<file path="src/rtl/uart_rx.sv">
// uart_rx -- UART receive path.
//
// Deserializes an asynchronous serial line into parallel words.
// Frame: 1 start bit (0), DATA_W data bits LSB first, optional parity bit, 1 stop bit (1).
// Each completed frame is presented as a one-clock o_valid strobe.
// o_data and the error flags update in that same cycle and hold until the next strobe.
// Frames with errors are still presented; the consumer decides whether to drop them.
//
// Parameters:
//   BAUD_DIV   clock cycles per bit (even, >= 4)
//   DATA_W     data bits per frame
//   PARITY_EN  1 = parity bit present and checked
//   PARITY_ODD 1 = odd parity, 0 = even parity
//
// Ports:
//   clk          system clock, rising edge
//   rst          asynchronous active-low reset
//   i_rx         serial line (asynchronous, idles high)
//   o_data       last received word
//   o_valid      one-clock strobe, frame complete
//   o_parity_err parity mismatch in last frame
//   o_frame_err  stop bit sampled 0 in last frame
//   o_busy       high while a frame is being received
module uart_rx #(
  parameter int BAUD_DIV   = 16,
  parameter int DATA_W     = 8,
  parameter int PARITY_EN  = 1,
  parameter int PARITY_ODD = 0
) (
  input  logic              clk,
  input  logic              rst,
  input  logic              i_rx,
  output logic [DATA_W-1:0] o_data,
  output logic              o_valid,
  output logic              o_parity_err,
  output logic              o_frame_err,
  output logic              o_busy
);

  localparam int   HALF    = BAUD_DIV / 2;
  localparam int   CNT_W   = $clog2(BAUD_DIV);
  localparam int   BIT_W   = $clog2(DATA_W) + 1;
  localparam logic HAS_PAR = (PARITY_EN != 0);
  localparam logic ODD_PAR = (PARITY_ODD != 0);

  typedef enum logic [2:0] {
    WAIT_HIGH, IDLE, START, DATA, PARITY, STOP, DONE
  } state_t;

  state_t             state_reg, state_next;
  logic               rx_meta_reg, rx_s_reg;
  logic [1:0]         settle_reg;
  logic [CNT_W-1:0]   baud_reg, baud_next;
  logic [BIT_W-1:0]   bit_reg, bit_next;
  logic [DATA_W-1:0]  shift_reg, shift_next;
  logic               par_err_reg, par_err_next;
  logic [DATA_W-1:0]  data_reg, data_next;
  logic               pe_reg, pe_next;
  logic               fe_reg, fe_next;

  wire baud_half = (baud_reg == CNT_W'(HALF - 1));
  wire baud_full = (baud_reg == CNT_W'(BAUD_DIV - 1));

  // Two-flop synchronizer. Both flops reset high, so after reset they hold a
  // stale "1" until the live line has been clocked through. settle_reg marks when
  // rx_s_reg really reflects i_rx. Without it, a line held low through reset would
  // look like an idle-high line followed by a start bit.
  always_ff @(posedge clk or negedge rst) begin
    if (!rst) begin
      rx_meta_reg <= 1'b1;
      rx_s_reg    <= 1'b1;
      settle_reg  <= 2'b00;
    end else begin
      rx_meta_reg <= i_rx;
      rx_s_reg    <= rx_meta_reg;
      settle_reg  <= {settle_reg[0], 1'b1};
    end
  end

  always_ff @(posedge clk or negedge rst) begin
    if (!rst) begin
      state_reg   <= WAIT_HIGH;
      baud_reg    <= '0;
      bit_reg     <= '0;
      shift_reg   <= '0;
      par_err_reg <= 1'b0;
      data_reg    <= '0;
      pe_reg      <= 1'b0;
      fe_reg      <= 1'b0;
    end else begin
      state_reg   <= state_next;
      baud_reg    <= baud_next;
      bit_reg     <= bit_next;
      shift_reg   <= shift_next;
      par_err_reg <= par_err_next;
      data_reg    <= data_next;
      pe_reg      <= pe_next;
      fe_reg      <= fe_next;
    end
  end

  always_comb begin
    state_next   = state_reg;
    baud_next    = baud_reg + CNT_W'(1);
    bit_next     = bit_reg;
    shift_next   = shift_reg;
    par_err_next = par_err_reg;
    data_next    = data_reg;
    pe_next      = pe_reg;
    fe_next      = fe_reg;

    case (state_reg)
      WAIT_HIGH: begin
        baud_next = '0;
        if (settle_reg[1] && rx_s_reg) state_next = IDLE;
      end

      IDLE: begin
        baud_next = '0;
        if (!rx_s_reg) state_next = START;
      end

      START: begin
        // Mid-point of the start bit: a high line here was a glitch.
        if (baud_half) begin
          baud_next    = '0;
          bit_next     = '0;
          par_err_next = 1'b0;
          state_next   = rx_s_reg ? IDLE : DATA;
        end
      end

      DATA: begin
        if (baud_full) begin
          baud_next  = '0;
          shift_next = {rx_s_reg, shift_reg[DATA_W-1:1]};
          bit_next   = bit_reg + BIT_W'(1);
          if (bit_reg == BIT_W'(DATA_W - 1))
            state_next = HAS_PAR ? PARITY : STOP;
        end
      end

      PARITY: begin
        if (baud_full) begin
          baud_next    = '0;
          par_err_next = rx_s_reg ^ (^shift_reg) ^ ODD_PAR;
          state_next   = STOP;
        end
      end

      STOP: begin
        // Result registers load here so they change together with o_valid.
        if (baud_full) begin
          baud_next  = '0;
          data_next  = shift_reg;
          pe_next    = HAS_PAR & par_err_reg;
          fe_next    = !rx_s_reg;
          state_next = DONE;
        end
      end

      DONE: begin
        // A low stop bit means a break or stuck line; wait for idle before re-arming.
        baud_next  = '0;
        state_next = fe_reg ? WAIT_HIGH : IDLE;
      end

      default: state_next = WAIT_HIGH;
    endcase
  end

  assign o_data       = data_reg;
  assign o_parity_err = pe_reg;
  assign o_frame_err  = fe_reg;
  assign o_valid      = (state_reg == DONE);
  assign o_busy       = (state_reg == START) || (state_reg == DATA) ||
                        (state_reg == PARITY) || (state_reg == STOP);

endmodule

</file>
<file path="config.mk">
export PLATFORM = sky130hd
export DESIGN_NAME = uart_rx
export DESIGN_NICKNAME = d
export VERILOG_FILES = /design/src/rtl/uart_rx.sv
export SDC_FILE = /design/constraint.sdc
export NUM_CORES = 1
export LEC_CHECK = 0
export BUFFER_PORTS_ARGS = -buffer_cell sky130_fd_sc_hd__buf_2
export CAP_MARGIN = 20
export CORE_MARGIN = 10
export CORE_UTILIZATION = 52
export DETAILED_ROUTE_END_ITERATION = 6
export GPL_ROUTABILITY_DRIVEN = 0
export PLACE_DENSITY = 0.86
export SETUP_SLACK_MARGIN = 0.02
export SYNTH_ARGS = -nofsm -noshare
export SYNTH_HDL_FRONTEND = slang
export SYNTH_SLANG_ARGS = --single-unit
</file>
<file path="constraint.sdc">
create_clock -name clk -period 1.6 [get_ports clk]
set_clock_uncertainty 0.1 [all_clocks]
set_input_delay 0.16 -clock clk [delete_from_list [all_inputs] [get_ports clk]]
set_output_delay 0.16 -clock clk [all_outputs]
set_load 0.01 [all_outputs]
</file>
==> reports/results.ini <==
[pwr]
leakage_nw=1.13
finalPower_mw=3.31
pwr-share-seq_pct=32.1
p_sw_share_pct=33.0
p_int_mw=2.22
switchingPower_mw=1.09
power_density_nw_per_um2=1450
ir_drop_mv=1.53
clockPowerShare_pct=25.2
power_frac_comb_pct=42.7

[setup_path]
crit_required_ps=1740
r2r_start=state_reg[0]$_DFFE_PN0P_
cp_max_fo=5
reg2reg_to=state_reg[1]$_DFFE_PN0P_
critPathLaunchType=flop
crit_type=flop to flop
arrival_ps=1820
end_kind=flop
worst_r2r_path_depth=4
rrSetupSlack_ps=-80

[sta]
rsz0062_at_grt=yes
setup_ws_ps=-80.5
finalHoldViolations=0
min_period_ps=1680
clock.fmax_ghz=0.595
fin_crit_sh_pct=105
setup_viol=5
drv_slew=0

[clock_network]
clock_latency_ps=350
cts-root-buf=clkbuf_4
cts_tree=done
cts_sinks=34
cts_buffers=5
htree_num_levels=2
clk_pin_slew_ps=110
clk_path_buf_depth=2

[grt]
grt_pass1_wl_um=6250
grt_pass1_vias=1240
use_met3_pct=4.60
grt.total_usage_pct=13.4
met2_usage_pct=23.7
grt.busiest_layer=met2
gr-usage-met1_pct=13.6
grt_max_degree=35
grt_antenna_before_repair=0
grt_overflow_total=0

[synth]
netlist_top_cells_area=dfrtp_1, mux2_2, xnor2_1, dfstp_2, nor2_1
synth_edf_count=0
synth_area_um2=1630
synth.top_cell.area_share_pct=49.3
synth_cells=126
syn-num-nets=131
synth.top_cells.by_count=dfrtp_1, mux2_2, nor2_1, xnor2_1, nand2_1
synthArstFlopShare_pct=100
seq_area_frac_synth_pct=52.5
synth_ff_type=dfrtp_1
synth.most_common_cell=dfrtp_1
avgSynthCellArea_um2=12.9
ys_warn_count=0
synth_cell_type_count=42
ys_seq_elements=34
yosys.area.top_type=dfrtp_1

[layout]
drive_above_1_share_pct=57.5
final_nets=183
finalInstanceArea_um2=2290
diodes=0
seqCellArea_um2=855
fillerInstances=164
multiInputGateArea_um2=866
area_delta_synth_final_pct=40.8

[route]
vias_per_cell=5.45
antenna_left=0
wl_per_cell_um=18.9
drt_iter0_drc=140
dr.pass1.iters=4
drc=0
num_vias=1215
drt_wl_total_um=4220

[placement]
dp_hpwl_um=2450
portBuffers=14
place_area_um2=1860

[floorplanning]
coreArea_um2=3030
fp.dieH_um=75.9
die_w_um=75.9
rows=20
pin_count=15
initial_core_util_pct=53.7
die_area_um2=5760

[hold_path]
min_path_type=primary input to asynchronous set/reset pin

[status]
outcome=complete, but fails checks
violations=negative setup slack

[job]
timing.max_cap.violations=0

-- cell families after synthesis --
group / after synthesis / share of synthesized area, %
and+or+nand+nor: 36 / 14.4
buffers and inverters: 8 / 3.62
other: 1 / 0.231
adders and majority gates: 2 / 1.54
AOI/OAI and AO/OA: 15 / 7.78
xor gates and xnor gates: 11 / 6.77
muxes: 19 / 13.2
DFF: 34 / 52.5
-- how the worst max path moves through the flow --
stage                                   startpoint                        to  slack (ps)  depth (start not counted)
final                     state_reg[0]$_DFFE_PN0P_  state_reg[1]$_DFFE_PN0P_         -80                          4
after CTS                    baud_reg[1]$_DFF_PN0_     o_data[7]$_DFFE_PN0P_         0.5                          5
after floorplan              baud_reg[0]$_DFF_PN0_  shift_reg[0]$_DFFE_PN0P_          20                          4
after detailed placement     baud_reg[1]$_DFF_PN0_     o_data[7]$_DFFE_PN0P_         -60                          5
after global routing      state_reg[0]$_DFFE_PN0P_  state_reg[1]$_DFFE_PN0P_        -130                          4
after global placement       baud_reg[0]$_DFF_PN0_     o_data[7]$_DFFE_PN0P_           5                          5
-- final cells by class --
type	instances	share of cell area, %
timing repair buffer	49	16.9
sequential	34	37.3
inverter	4	0.656
clock inverter	2	2.62
tap	44	2.41
multi-input combinational	84	37.8
clock buffer	6	2.24
-- placed cells by master (no fill, tap or decap), drive strengths merged, types with 4 or more instances in the layout --
cell type  count
dfrtp         32
buf           47
nand2          5
clkbuf         6
inv            4
nand3          5
nor2          10
xnor2          7
nor3           4
o21ai          4
mux2          19
-- what timing repair did --
item	CTS	global route
pin swaps	5	13
hold buffers	2	0
resized for setup	11	28
hold endpoints to repair	33	0
endpoints found under the setup margin	26	28
cloned	0	2
setup buffers	7	8
-- power by group through the flow --
| stage | registers (mW) | clock network (mW) | logic, mW |
|---|---|---|---|
| floorplan | 1.04 | 0 | 0.631 |
| global placement | 1.02 | 0 | 0.796 |
| detailed placement | 1.03 | 0 | 0.849 |
| CTS | 1.03 | 0.841 | 1.04 |
| global route | 1.07 | 0.890 | 1.50 |
| finish | 1.06 | 0.834 | 1.41 |
-- layer usage --
metal,up-vias,wire [um]
met1,625,1780
met2,34,2150
met3,8,171
met5,-,0
li1,548,-
met4,0,120
-- stage by stage --
step	setup TNS, ps	cells	hold WS, ps	utilization (%)	setup WS (ps)
2_1_floorplan	0	126	-236	-	17.0
3_3_place_gp	0	196	97.6	61.5	4.74
3_5_place_dp	-568	196	109	61.5	-63.8
4_1_cts	0	213	257	69.5	0.495
5_1_grt	-711	223	290	75.6	-131
6_report	-200	223	253	75.6	-80.5
-- critical path, cell delays in order (launching register included) --
cell and delay, ps:
dfrtp_2 480, nand3b_1 240, a32oi_4 310, nand3_4 130, mux2_4 310
No activity file was read; power rests on OpenSTA's default activity.
